$ cat config.mk
export PLATFORM = sky130hd
export DESIGN_NAME = ltssm_detect
export DESIGN_NICKNAME = d
export VERILOG_FILES = /design/src/rtl/ltssm_detect.sv
export SDC_FILE = /design/constraint.sdc
export NUM_CORES = 1
export LEC_CHECK = 0
export BUFFER_PORTS_ARGS = -buffer_cell sky130_fd_sc_hd__buf_2
export CORE_ASPECT_RATIO = 0.6
export CORE_MARGIN = 3
export CORE_UTILIZATION = 25
export DETAILED_ROUTE_END_ITERATION = 10
export HOLD_SLACK_MARGIN = 0.05
export PLACE_DENSITY_LB_ADDON = 0.05
export SLEW_MARGIN = 20
export SYNTH_ARGS = -nofsm -noshare
export SYNTH_HDL_FRONTEND = slang
export SYNTH_SLANG_ARGS = --single-unit
$ cat constraint.sdc
create_clock -name clk_i -period 3.08 [get_ports clk_i]
set_clock_uncertainty 0.15 [all_clocks]
set_input_delay 0.154 -clock clk_i [delete_from_list [all_inputs] [get_ports clk_i]]
set_output_delay 0.154 -clock clk_i [all_outputs]
set_load 0.01 [all_outputs]
$ cat src/rtl/ltssm_detect.sv
// Detect-stage sequencer: Quiet dwell, PHY receiver-detect handshake, and a
// saturating count of detect attempts that found no receiver.
module ltssm_detect #(
    parameter int unsigned TIMEOUT_CYCLES = 2400000
) (
    input  logic       clk_i,
    input  logic       rst_ni,
    input  logic       enable_i,
    input  logic       eidle_exit_i,
    output logic       rxdet_req_o,
    input  logic       rxdet_ack_i,
    input  logic       rxdet_present_i,
    output logic       detect_done_o,
    output logic [1:0] state_o,
    output logic [7:0] attempts_o
);

    // state     | meaning
    // IDLE      | sequence disabled, attempt count held
    // QUIET     | dwell before next receiver-detect attempt
    // ACTIVE    | receiver-detect request outstanding to the PHY
    // DETECTED  | receiver found, Polling may be entered
    typedef enum logic [1:0] {
        ST_IDLE     = 2'd0,
        ST_QUIET    = 2'd1,
        ST_ACTIVE   = 2'd2,
        ST_DETECTED = 2'd3
    } state_e;

    localparam logic [31:0] DWELL_LAST = TIMEOUT_CYCLES - 32'd1;

    state_e      state_q, state_d;
    logic [31:0] dwell_q, dwell_d;
    logic [7:0]  attempts_q, attempts_d;

    always_ff @(posedge clk_i or negedge rst_ni) begin
        if (!rst_ni) begin
            state_q    <= ST_IDLE;
            dwell_q    <= '0;
            attempts_q <= '0;
        end else begin
            state_q    <= state_d;
            dwell_q    <= dwell_d;
            attempts_q <= attempts_d;
        end
    end

    // The dwell counter only advances while QUIET is held, so it reads zero on
    // the first cycle of every QUIET visit and can never pass DWELL_LAST.
    always_comb begin
        state_d    = state_q;
        dwell_d    = '0;
        attempts_d = attempts_q;
        if (!enable_i) begin
            state_d = ST_IDLE;
        end else begin
            case (state_q)
                ST_IDLE: begin
                    state_d    = ST_QUIET;
                    attempts_d = '0;
                end
                ST_QUIET: begin
                    if (eidle_exit_i || (dwell_q == DWELL_LAST)) begin
                        state_d = ST_ACTIVE;
                    end else begin
                        dwell_d = dwell_q + 32'd1;
                    end
                end
                ST_ACTIVE: begin
                    if (rxdet_ack_i) begin
                        if (rxdet_present_i) begin
                            state_d = ST_DETECTED;
                        end else begin
                            state_d = ST_QUIET;
                            if (attempts_q != 8'hFF) begin
                                attempts_d = attempts_q + 8'd1;
                            end
                        end
                    end
                end
                ST_DETECTED: state_d = ST_DETECTED;
                default:     state_d = ST_IDLE;
            endcase
        end
    end

    assign rxdet_req_o   = (state_q == ST_ACTIVE);
    assign detect_done_o = (state_q == ST_DETECTED);
    assign state_o       = state_q;
    assign attempts_o    = attempts_q;

endmodule

Word level (Yosys, flattened, before mapping). Index checks and enable logic that the tools add are counted.

Flip-flop bits (word level): 42. Latch bits: 0. RAM bits: 0. Bits in read-only memories: 0. Bits of input ports: 6. Output and inout port bits: 12. Logic and storage cells: 32. Memories: 0.

$add $sub $neg: 2. Multiply operators: 0. Divide/modulo/power cells: 0. Magnitude comparators: 0. Equality and inequality tests: 10. Shift operators: 0. Muxes and demuxes: 12. Bitwise logic cells: 0. Reductions and logical operators: 5.

Operator list (count): $mux 32 (3); $add 32x1->32 const B (1); $eq 32x22->1 const B (1); $mux 8 (3); $pmux 8 s2 (1); $add 8x1->8 const B (1); $mux 2 (4); $ne 8x8->1 const B (1); $pmux 2 s4 (1); $reduce_and 5->1 (1); $eq 2x2->1 const B (2); $ne 2x1->1 const B (2); $ne 3x2->1 const B (1); $ne 3x3->1 const B (1); $eq 2x1->1 const B (1); $logic_not 2->1 (1); $ne 2x2->1 const B (1); $reduce_and 2->1 (1); $reduce_bool 2->1 (1); $logic_or 1x1->1 (1).

Depth between registers and ports, before layout.
Word-level depth: 5. Mapped depth: 7. Depth with buffers taken out: 6.

Worst setup path after synthesis. OpenSTA, ideal clock, no wires.

Path kind: reg2reg. From: register attempts_q[0] (netlist: attempts_o[0]). To: register attempts_q[1] (netlist: attempts_o[1]). Setup time: 0.121 ns. Data arrival time: 1.966 ns. Required time: 2.809 ns. Slack: 0.843 ns. Cell stages (with the launch flop): 7. Buffers on the path: 1. Clock period less this slack: 2.237 ns. Cells stage by stage: dfrtp_1 > ha_1 > nand3_1 > o31ai_1 > clkbuf_1 > mux2_2 > a22o_1.

Cells in the longest elaborated chain, start to end: 5. Elaborated cells between the ends (all ways): 8. Classes of those cells: 1 x add/sub; 2 x eq/ne; 4 x mux; 1 x reduce/logical.

Ends and longest elaborated chain: start: declaration (RTL line 34) `logic [7:0] attempts_q, attempts_d;`; start signal: assignment (RTL line 44) `attempts_q <= attempts_d;`; $add 8x1->8 (RTL line 76) `attempts_d = attempts_q + 8'd1;`; $mux 8 (RTL line 75) `if (attempts_q != 8'hFF) begin`; $mux 8 (RTL line 71) `if (rxdet_present_i) begin`; $mux 8 (RTL line 70) `if (rxdet_ack_i) begin`; $pmux 8 s2 (RTL line 57) `case (state_q)`.

Several ways; a longest one is shown, not always the timed one. The select of a mux whose other input is x is not followed. A chain may end at the register's enable or synchronous reset.

Worst setup path in the final report.
From: register dwell_q[13]. To: register state_q[0] (netlist: state_o[0]).

Cells in the longest elaborated chain, start to end: 4.

Ends and longest elaborated chain: start: declaration (RTL line 33) `logic [31:0] dwell_q, dwell_d;`; start signal: assignment (RTL line 43) `dwell_q <= dwell_d;`; $eq 32x22->1 (RTL line 63) `if (eidle_exit_i || (dwell_q == DWELL_LAST)) begin`; $logic_or 1x1->1 (RTL line 63); $ne 3x3->1 (no source line); $reduce_and 2->1 (no source line); end signal: assignment (RTL line 42) `state_q <= state_d;`; end: declaration (RTL line 32) `state_e state_q, state_d;`.

Every way passes these cells.

==> results.cfg <==
[floorplan]
die_y_um = 81.36
rows = 26
dieArea_um2 = 10710
io_pins = 18
die_x_um = 131.6
core_um2 = 8848
start_util = 0.2674

[place]
pre_cts_ws_ns = 0.6856
io_buffer_count = 17
gp_congestion = 0.7590
dp_hpwl_mm = 4.522

[logic_synthesis]
synth_flop_cell = dfrtp_1
ys_seq_area_frac = 0.4442
syn_avg_cell_area_um2 = 9.540
synth_seq_cells = 42
synth_cells = 248
synth_nets = 256
synthArstFlopShare = 1.000
syn_area_um2 = 2366
ys_types = 49
synth_edf_count = 0
yosysWarnings = 0

[worst_setup_path]
path_class = register to register
arrival_ns = 2.84
cp-start-kind = register
worstSetupEndpointType = register
worstPathRequired_ns = 3.10
critPathMaxFanout = 13

[global_route]
grt_first_pass_wirelength_mm = 10.24
grt_pass1_vias = 1755
grt_max_degree = 43
grt-ovfl-total = 0
antenna_found_initial = 0
track_usage = 0.1249

[final_layout]
nets = 281
final_cell_mix = 42 x dfrtp_1, 28 x nor2_1, 22 x nand2_1
drive_gt1_frac = 0.1606
area_growth_pct = 20.15
final_common_cell = dfrtp_1
antenna_cells = 0

[timing]
rsz0062_at_grt = false
setup_violations = 0
tns_ns = 0
post-route-worst-setup-slack_ns = 0.2548
timing.fmax_mhz = 354.0
worstMarginPinSlew_ns = 0.5567
slew_headroom = 0.6289
finalHoldViolations = 0
post-route-period-util = 0.9173
post-route-min-period_ns = 2.825
finalMaxSlewViolations = 0

[worst_hold_path]
hp-class = primary input to register

[clock_tree]
cts-htree-levels = 2
cts_buffers = 5
cts_tree = yes
ctsLongestPathBuffers = 2
clkTransAtPathRegs_ns = 0.06
clk_latency_ns = 0.29
cts_setup_buffers = 0
clkSinkCount = 42
cts_root_buf = clkbuf_16

[drt]
wl_per_cell_um = 15.76
ant_nets = 0
firstDrtPassIters = 4
drcViolationCount = 0
dr.first_iter.drc_count = 110
wirelength_mm = 6.304
vias = 1954
vias_per_cell = 4.885

[job]
maxCapViolCount = 0

[pwr]
power_density_nw_per_um2 = 502.8
power.leakage_nw = 1.174
vdd_drop_max_v = 0.0002815

[run_status]
status = complete, no violations
layer usage:
layer / share of wire / track usage
met1: 0.59 / 0.2106
met2: 0.35 / 0.1439
met3: 0.051 / 0.03342
met4: 0.010 / 0.03145
met5: 0 / 0
worst max-delay path: stages, from the launching register on:
cell	delay, ns
dfrtp_1	0.45
or4_4	0.57
nor4_4	0.34
nand2_1	0.13
o21ai_1	0.17
buf_4	0.23
o21ai_0	0.10
dlygate4sd3_1	0.56
where the power goes:
group	internal, W	total [W]	switching, W	leakage (nW)
clock network	0.000487	0.000712	0.000225	0.0971
registers	0.000566	0.000587	0.0000213	0.583
logic	0.0000533	0.000130	0.0000767	0.493
total	0.00111	0.00143	0.000323	1.17
through the flow:
stage | utilization | std cells | power (W) | hold slack (ns) | cell area (µm²)
floorplan | - | 248 | 0.0006615 | -0.2916 | 2366
global placement | 0.2951 | 389 | 0.0007259 | 0.2474 | 2611
detailed placement | 0.2951 | 389 | 0.0007243 | 0.2333 | 2611
CTS | 0.3210 | 400 | 0.001447 | 0.06128 | 2840
global route | 0.3213 | 400 | 0.001500 | 0.07815 | 2843
finish | 0.3213 | 400 | 0.001429 | 0.07223 | 2843
area by class of cell:
type                       count  area [µm²]
clock buffer                   6       138.9
multi-input combinational    194        1257
fill                         937        6006
clock inverter                 2       60.06
inverter                       4       15.01
tap                          126       157.7
timing repair buffer          26       162.7
sequential                    42        1051
Yosys cell counts (2+ instances only):
cell type | n | area share
dfrtp_1 | 42 | 0.44
a32o_1 | 6 | 0.025
or4b_2 | 4 | 0.017
o21ai_1 | 7 | 0.015
nor3_1 | 11 | 0.023
nor2b_1 | 2 | 0.0053
o21ai_0 | 7 | 0.015
nand4_1 | 8 | 0.021
and4b_1 | 2 | 0.0085
xnor2_1 | 5 | 0.019
and2_1 | 6 | 0.016
ha_1 | 2 | 0.011
and4_1 | 4 | 0.015
nor2_1 | 28 | 0.044
nor4_1 | 2 | 0.0053
or4b_1 | 2 | 0.0085
or3_1 | 2 | 0.0053
mux2_2 | 2 | 0.0095
nand3_1 | 17 | 0.036
nand2_1 | 22 | 0.035
o211a_1 | 2 | 0.0085
a21oi_1 | 4 | 0.0085
clkbuf_1 | 5 | 0.0079
o211ai_1 | 4 | 0.013
inv_1 | 4 | 0.0063
a22o_1 | 5 | 0.019
and3_1 | 8 | 0.021
xor2_1 | 14 | 0.052
logic make-up (layout without fill, tap and decap cells):
group | Yosys count | count (layout) | synth area share
AND/OR/NAND/NOR | 128 | 128 | 0.3078
AO/OA/AOI/OAI | 42 | 42 | 0.1290
buffers and inverters | 12 | 38 | 0.02432
multiplexers | 3 | 3 | 0.01375
adder cells (fa/ha/maj) | 2 | 2 | 0.01057
flip-flops | 42 | 42 | 0.4442
XOR/XNOR | 19 | 19 | 0.07033
final timing paths:
path	start	endpoint	slack, ns	cells after the start
setup / recovery	dwell_q[13]$_DFF_PN0_	state_o[0]$_DFFE_PN0P_	0.25	7
hold / removal	rxdet_present_i	state_o[1]$_DFFE_PN0P_	0.07	3
setup reg to reg	dwell_q[13]$_DFF_PN0_	state_o[0]$_DFFE_PN0P_	0.25	7
hold reg to reg	dwell_q[0]$_DFF_PN0_	dwell_q[0]$_DFF_PN0_	0.34	1
max in group asynchronous	rst_ni	attempts_o[5]$_DFFE_PN0P_	2.15	2
min in group asynchronous	rst_ni	dwell_q[0]$_DFF_PN0_	0.25	2
repair_timing:
item,in CTS,in global routing
endpoints found under the hold margin,44,0
resized for setup,0,0
endpoints found under the setup margin,0,0
hold buffers,3,0
state kept, by name, indices dropped and copies added, names as in the netlist:
register / count
attempts_o: 8
state_o: 2
dwell_q: 32
No activity file was read; power rests on OpenSTA's default activity.
